**config.mk**
```make
export PLATFORM = sky130hd
export DESIGN_NAME = y86_inst_encoder
export DESIGN_NICKNAME = d
export VERILOG_FILES = /design/src/rtl/y86_inst_encoder.sv
export SDC_FILE = /design/constraint.sdc
export NUM_CORES = 1
export LEC_CHECK = 0
export BUFFER_PORTS_ARGS = -buffer_cell sky130_fd_sc_hd__buf_2
export CORE_ASPECT_RATIO = 0.9
export CORE_UTILIZATION = 48
export DETAILED_ROUTE_END_ITERATION = 8
export PLACE_DENSITY = 0.76
export SYNTH_ARGS = -nofsm -noshare
export SYNTH_HDL_FRONTEND = slang
export SYNTH_SLANG_ARGS = --single-unit
```
**constraint.sdc**
```tcl
create_clock -name clk -period 4.9 [get_ports clk]
set_input_delay 0.98 -clock clk [delete_from_list [all_inputs] [get_ports clk]]
set_output_delay 0.98 -clock clk [all_outputs]
set_load 0.005 [all_outputs]
```
**src/rtl/y86_inst_encoder.sv**
```systemverilog
// Byte-serial Y86-64 instruction encoder: takes one decoded instruction per
// handshake and emits its little-endian byte image with instruction-memory addresses.
module y86_inst_encoder #(
  parameter int                ADDR_W    = 16,
  parameter logic [ADDR_W-1:0] BASE_ADDR = '0
) (
  input  logic              clk,
  input  logic              rst_n,
  input  logic              addr_load,
  input  logic [ADDR_W-1:0] addr_in,
  input  logic              in_valid,
  output logic              in_ready,
  input  logic [3:0]        icode,
  input  logic [3:0]        ifun,
  input  logic [3:0]        rA,
  input  logic [3:0]        rB,
  input  logic [63:0]       valC,
  output logic              out_valid,
  input  logic              out_ready,
  output logic [7:0]        out_byte,
  output logic [ADDR_W-1:0] out_addr,
  output logic              out_last,
  output logic              err
);

  typedef enum logic [1:0] {
    S_IDLE  = 2'd0,
    S_HEAD  = 2'd1,
    S_REGS  = 2'd2,
    S_CONST = 2'd3
  } state_t;

  localparam logic [3:0] I_IRMOVQ = 4'h3;
  localparam logic [3:0] I_PUSHQ  = 4'hA;
  localparam logic [3:0] I_POPQ   = 4'hB;
  localparam logic [3:0] I_IADDQ  = 4'hC;

  state_t            state;
  logic [2:0]        beat;
  logic [2:0]        beat_nxt;
  logic [3:0]        icode_q;
  logic [3:0]        ra_q;
  logic [3:0]        rb_q;
  logic [63:0]       valc_q;
  logic [ADDR_W-1:0] addr_q;

  // Length classes mirror the fetch stage's need_regids / need_valC decode.
  function automatic logic is_illegal(input logic [3:0] c);
    return c inside {4'hD, 4'hE, 4'hF};
  endfunction

  function automatic logic has_regs(input logic [3:0] c);
    return c inside {4'h2, 4'h3, 4'h4, 4'h5, 4'h6, 4'hA, 4'hB, 4'hC};
  endfunction

  function automatic logic has_const(input logic [3:0] c);
    return c inside {4'h3, 4'h4, 4'h5, 4'h7, 4'h8, 4'hC};
  endfunction

  assign beat_nxt = beat + 3'd1;
  assign out_addr = addr_q;

  // NOTE: the instruction field registers are intentionally not reset; they
  // are only ever read after a fresh accept has loaded them.
  always_ff @(posedge clk) begin
    if (!rst_n) begin
      state     <= S_IDLE;
      beat      <= '0;
      addr_q    <= BASE_ADDR;
      in_ready  <= 1'b1;
      out_valid <= 1'b0;
      out_last  <= 1'b0;
      out_byte  <= '0;
      err       <= 1'b0;
    end else begin
      // NOTE: every register here uses <= so all updates see pre-edge values.
      err <= 1'b0;
      case (state)
        S_IDLE: begin
          if (addr_load) addr_q <= addr_in;
          if (in_valid) begin
            if (is_illegal(icode)) begin
              err <= 1'b1;
            end else begin
              icode_q   <= icode;
              ra_q      <= (icode == I_IRMOVQ || icode == I_IADDQ) ? 4'hF : rA;
              rb_q      <= (icode == I_PUSHQ  || icode == I_POPQ)  ? 4'hF : rB;
              valc_q    <= valC;
              beat      <= '0;
              state     <= S_HEAD;
              in_ready  <= 1'b0;
              out_valid <= 1'b1;
              out_byte  <= {icode, ifun};
              out_last  <= !has_regs(icode) && !has_const(icode);
            end
          end
        end

        S_HEAD: begin
          if (out_ready) begin
            addr_q <= addr_q + ADDR_W'(1);
            if (has_regs(icode_q)) begin
              state    <= S_REGS;
              out_byte <= {ra_q, rb_q};
              out_last <= !has_const(icode_q);
            end else if (has_const(icode_q)) begin
              state    <= S_CONST;
              beat     <= '0;
              out_byte <= valc_q[7:0];
              out_last <= 1'b0;
            end else begin
              state     <= S_IDLE;
              in_ready  <= 1'b1;
              out_valid <= 1'b0;
              out_last  <= 1'b0;
              out_byte  <= '0;
            end
          end
        end

        S_REGS: begin
          if (out_ready) begin
            addr_q <= addr_q + ADDR_W'(1);
            if (has_const(icode_q)) begin
              state    <= S_CONST;
              beat     <= '0;
              out_byte <= valc_q[7:0];
              out_last <= 1'b0;
            end else begin
              state     <= S_IDLE;
              in_ready  <= 1'b1;
              out_valid <= 1'b0;
              out_last  <= 1'b0;
              out_byte  <= '0;
            end
          end
        end

        S_CONST: begin
          if (out_ready) begin
            addr_q <= addr_q + ADDR_W'(1);
            if (beat == 3'd7) begin
              state     <= S_IDLE;
              in_ready  <= 1'b1;
              out_valid <= 1'b0;
              out_last  <= 1'b0;
              out_byte  <= '0;
            end else begin
              beat     <= beat_nxt;
              out_byte <= valc_q[{beat_nxt, 3'b000} +: 8];
              out_last <= (beat_nxt == 3'd7);
            end
          end
        end

        default: state <= S_IDLE;
      endcase
    end
  end

endmodule
```
After elaboration in Yosys (flattened, before gate mapping)
Index checks and enable logic that the tools add are counted.
W data, S select, Z words.

cells by class
  bitwise logic cells = 1
  multiplexer cells = 57
  shift operators = 1
  reduce and logical (&&, ||, !) cells = 20
  equality and inequality tests = 38
  add/subtract/negate cells = 2

operators with widths
  kind                     number
  $mux W8                  8
  $shiftx A64 B7 Y8        1
  $eq A4 B4 Y1 const B     11
  $eq A4 B3 Y1 const B     8
  $mux W16                 2
  $pmux W16 S2             1
  $pmux W8 S4              1
  $mux W1                  24
  $mux W3                  8
  $ne A2 B2 Y1 const B     9
  $add A16 B1 Y16 const B  1
  $eq A4 B2 Y1 const B     4
  $mux W2                  8
  $reduce_bool A8 Y1       2
  $reduce_and A7 Y1        2
  $pmux W1 S4              3
  $pmux W3 S4              1
  $reduce_bool A6 Y1       2
  $pmux W2 S4              1
  $eq A3 B3 Y1 const B     2
  $reduce_and A6 Y1        1
  $reduce_and A5 Y1        1
  $eq A2 B2 Y1 const B     2
  $reduce_and A4 Y1        1
  other kinds (12)         15

storage, ports and cells
  bits of input ports = 101
  register bits = 109
  logic and storage cells = 131

Logic depth before layout (Yosys ltp)
  word-level depth = 7
  gate-level depth with buffers = 10

Least setup slack after synthesis
OpenSTA, ideal clock, no wires.

  path type = register to register
  start point = reg state[0]
  end point = reg icode_q[0], enable pin
  clock period less this slack = 5.333 ns
  stages on the path, launching flop included = 8
  setup slack = -0.433 ns
  data required time = 4.381 ns
  arrival time = 4.814 ns
  cells stage by stage = dfxtp_1 > inv_1 > ha_1 > clkbuf_1 > clkbuf_1 > clkbuf_1 > nand3_1 > nor2b_1

between the ends
  cells in the longest elaborated chain, start to end = 2

ends and longest elaborated chain
  item                         line  RTL
  from (decl)                  38    state_t state;
  from (signal assigned)       67    state <= S_IDLE;
  from (signal assigned)       90    state <= S_HEAD;
  from (signal assigned)       103   state <= S_REGS;
  $logic_not A2 Y1             78    case (state)
  $reduce_and A4 Y1 (no line)  -
  to (signal assigned)         85    icode_q <= icode;
  to (decl)                    41    logic [3:0] icode_q;

Every way passes these cells.
A chain may end at the register's enable or synchronous reset.

Worst setup path in the final report
  start point = reg beat[0]
  end point = reg out_byte[2]

between the ends
  cells in the longest elaborated chain, start to end = 5

ends and longest elaborated chain
  item                    line  RTL
  from (decl)             39    logic [2:0] beat;
  from (signal assigned)  149   beat <= beat_nxt;
  $add A3 B1 Y3           60    assign beat_nxt = beat + 3'd1;
  $shiftx A64 B7 Y8       150   out_byte <= valc_q[{beat_nxt, 3'b000} +: 8];
  $mux W8 (*)             142   if (beat == 3'd7) begin
  $mux W8 (*)             140   if (out_ready) begin
  $pmux W8 S4 (*)         78
  to (signal assigned)    93    out_byte <= {icode, ifun};
  to (signal assigned)    104   out_byte <= {ra_q, rb_q};
  to (signal assigned)    150
  to (decl)               20    output logic [7:0] out_byte,

Mark *: on every way between the ends. The rest lies on a longest branch, timed or not. The select of a mux whose other input is x is not followed.

==> impl_metrics.toml <==
[status]
status = "complete, no violations"

[synthesis]
async_reset_ff_share_pct = 0
synthCells = 434
synth.area.mux_share_pct = 7.715
synth_compound_gate_area_share_pct = 16.59
yosys.area_share.simple_pct = 12.24
yosys_most_used_dff = "edfxtp_1"
synth_xor_area_share_pct = 0
postSynthAreaPerCell_um2 = 11.66
synth_top_family_by_area = "compound AO/OA/AOI/OAI gates"
yosysWarnings = 0
synth_seq_cells = 109
syn_area_um2 = 5060
synth_top_cell_by_area = "edfxtp_1"
synth_edf_count = 76
syn_nets = 543
synth_top_cell_area_share_pct = 45.10
ys_top_cells_by_area = "edfxtp_1 (45%), dfxtp_1 (13%), mux4_2 (4.0%), mux2_2 (3.1%), a21oi_1 (3.0%)"
ys_seq_area_share_pct = 58.16
synthAdderAreaFrac_pct = 1.978
yosysUniqueCellTypes = 59

[timing]
hold_ws_ns = 0.4605
fin_crit_sh_pct = 67.05
clock.fmax_mhz = 304.4
period_needed_ns = 3.285
setup_tns_ns = 0
tightestPinTransition_ns = 0.9754
setup_viol = 0
final_hold_viol_count = 0
slew_headroom_pct = 34.97
slew_violations = 0
rsz0062_at_grt = "no"
skew_ns = 0.008044

[drt]
drt.antenna.violating_nets = 0
vias = 3985
drt_iter0_drc = 353
vias_per_cell = 5.809
dr.pass1.iters = 4
drt_wl_total_um = 12160
post_drt_wl_per_cell_um = 17.73
drc = 0

[floorplanning]
io_pins = 129
core.rowCount = 35
fp.dieArea_um2 = 10960
die_y_um = 99.40
die_w_um = 110.2
coreArea_um2 = 10250
initial_core_util_pct = 49.38

[clocking]
post_cts_buffers = 0
insertion_delay_ns = 0.35
cts_root_buf = "clkbuf_16"
cts_max_path_buffers = 2
cts_resized = 0
cts_buffers = 9
cts_hold_buffers = 0
cts_sinks = 109
cts.clk_slew.worst_paths_ns = 0.08
cts_tree = "done"
cts_max_level = 3

[global_routing]
grt_start_max_net_pins = 77
grt_pass1_wl_um = 18660
grt_pass1_vias = 3683
grt_use_total_pct = 22.60
gr-total-overflow = 0
antenna_found_initial = 0

[power_and_ir_drop]
vdd_drop_max_uv = 215.4
p_per_area_nw_per_um2 = 379.6
leakage_nw = 2.385

[setup_path]
crit_arrival_ns = 3.52
crit_type = "flop to flop"
critPathLaunchType = "flop"
cp-end-kind = "flop"
path_max_fanout = 24
required_ns = 5.14

[finish]
drive_above_1_share_pct = 31.78
diodes = 0
syn_to_final_growth_pct = 20.10
nets = 661

[place]
port_buffers = 128
routabilityCongestion = 0.8507
hpwl_um = 8519

[worst_hold_path]
hold_class = "flop to flop"

[job]
maxCapViolCount = 0
==> kinds of logic (layout without fill, tap and decap cells) <==
family                     count (synthesis)  after routing
adders and majority gates                  8              8
and+or+nand+nor                          126            126
muxes                                     26             26
DFF                                      109            109
buffers and inverters                     41            164
AOI/OAI and AO/OA                        124            124
==> placed cells by master, fill, tap and decap left out, types with 16 or more instances in the layout <==
cell	count
edfxtp_1	76
o22ai_1	16
buf_2	128
a21oi_1	30
o21ai_0	17
nor2_1	25
inv_1	16
dfxtp_1	33
nand3_1	20
nand2_1	35
==> cell type report <==
| class | instances | area, um^2 |
|---|---|---|
| clock inverter | 7 | 61.31 |
| sequential | 109 | 2943 |
| fill | 848 | 4170 |
| clock buffer | 9 | 225.2 |
| tap | 129 | 161.4 |
| timing repair buffer | 131 | 663.1 |
| multi-input combinational | 284 | 1959 |
| inverter | 17 | 63.81 |
==> worst max-delay path, stage by stage (launching register included) <==
cell	delay [ns]
dfxtp_1	0.83
inv_1	0.14
ha_1	0.97
mux2_2	0.43
o22ai_1	0.20
o22ai_1	0.10
a221o_1	0.28
a22o_1	0.20
==> Yosys cell counts, types with 2 or more instances <==
cell / n
edfxtp_1: 76
nand2_1: 35
dfxtp_1: 33
a21oi_1: 30
nor2_1: 25
nand3_1: 20
o21ai_0: 17
clkbuf_1: 16
inv_1: 16
o22ai_1: 16
mux2_2: 14
nand2b_1: 11
mux4_2: 9
a22o_1: 8
ha_1: 8
a221o_1: 7
nor2b_1: 6
nor3_1: 6
a31oi_1: 5
buf_2: 5
o31ai_1: 5
a22oi_1: 4
and2_1: 4
a2bb2oi_1: 3
mux2i_1: 3
nand4_1: 3
o211ai_1: 3
o21ai_1: 3
o22a_1: 3
or2_2: 3
a211oi_1: 2
a21o_1: 2
and3_1: 2
buf_1: 2
nand3b_1: 2
o41ai_1: 2
or3_1: 2
or4_1: 2
==> state kept, by name, summed over array words and instances (netlist names) <==
register and flops:
beat 3, err 1, icode_q 4, in_ready 1, out_addr 16, out_byte 8
out_last 1, out_valid 1, ra_q 4, rb_q 4, state 2, valc_q 64
==> stage by stage <==
stage	instance area [um^2]	total power, W	setup WS [ns]	util (%)	cells
CTS	6077	0.002315	1.553	59.30	686
floorplan	5062	0.001435	1.013	-	434
global route	6077	0.002408	1.377	59.30	686
finish	6077	0.002307	1.615	59.30	686
detailed placement	5791	0.001603	1.550	56.51	670
global placement	5791	0.001589	1.757	56.51	670
==> power by group <==
| part | switching (W) | internal [W] |
|---|---|---|
| clock | 0.000355 | 0.000358 |
| combinational | 0.000252 | 0.000197 |
| sequential | 0.0000647 | 0.00108 |
==> path summary, 6_finish.rpt <==
check	depth (start not counted)	slack (ns)	start	endpoint
worst max register to register	7	1.61	beat[0]	out_byte[2]
worst min register to register	2	0.46	out_last	out_last
worst min-delay path	2	0.46	out_last	out_last
worst max-delay path	7	1.61	beat[0]	out_byte[2]
==> metal layers <==
metal  global-route usage [%]  vias to the layer above  part of all wire, %
met1                    32.32                     1904                   46
met4                    7.085                        0                  1.5
met3                    4.456                       15                  7.4
li1                         -                     1892                    -
met5                        0                        -                    0
met2                    34.76                      174                   45
(Power assumes the default switching activity.)
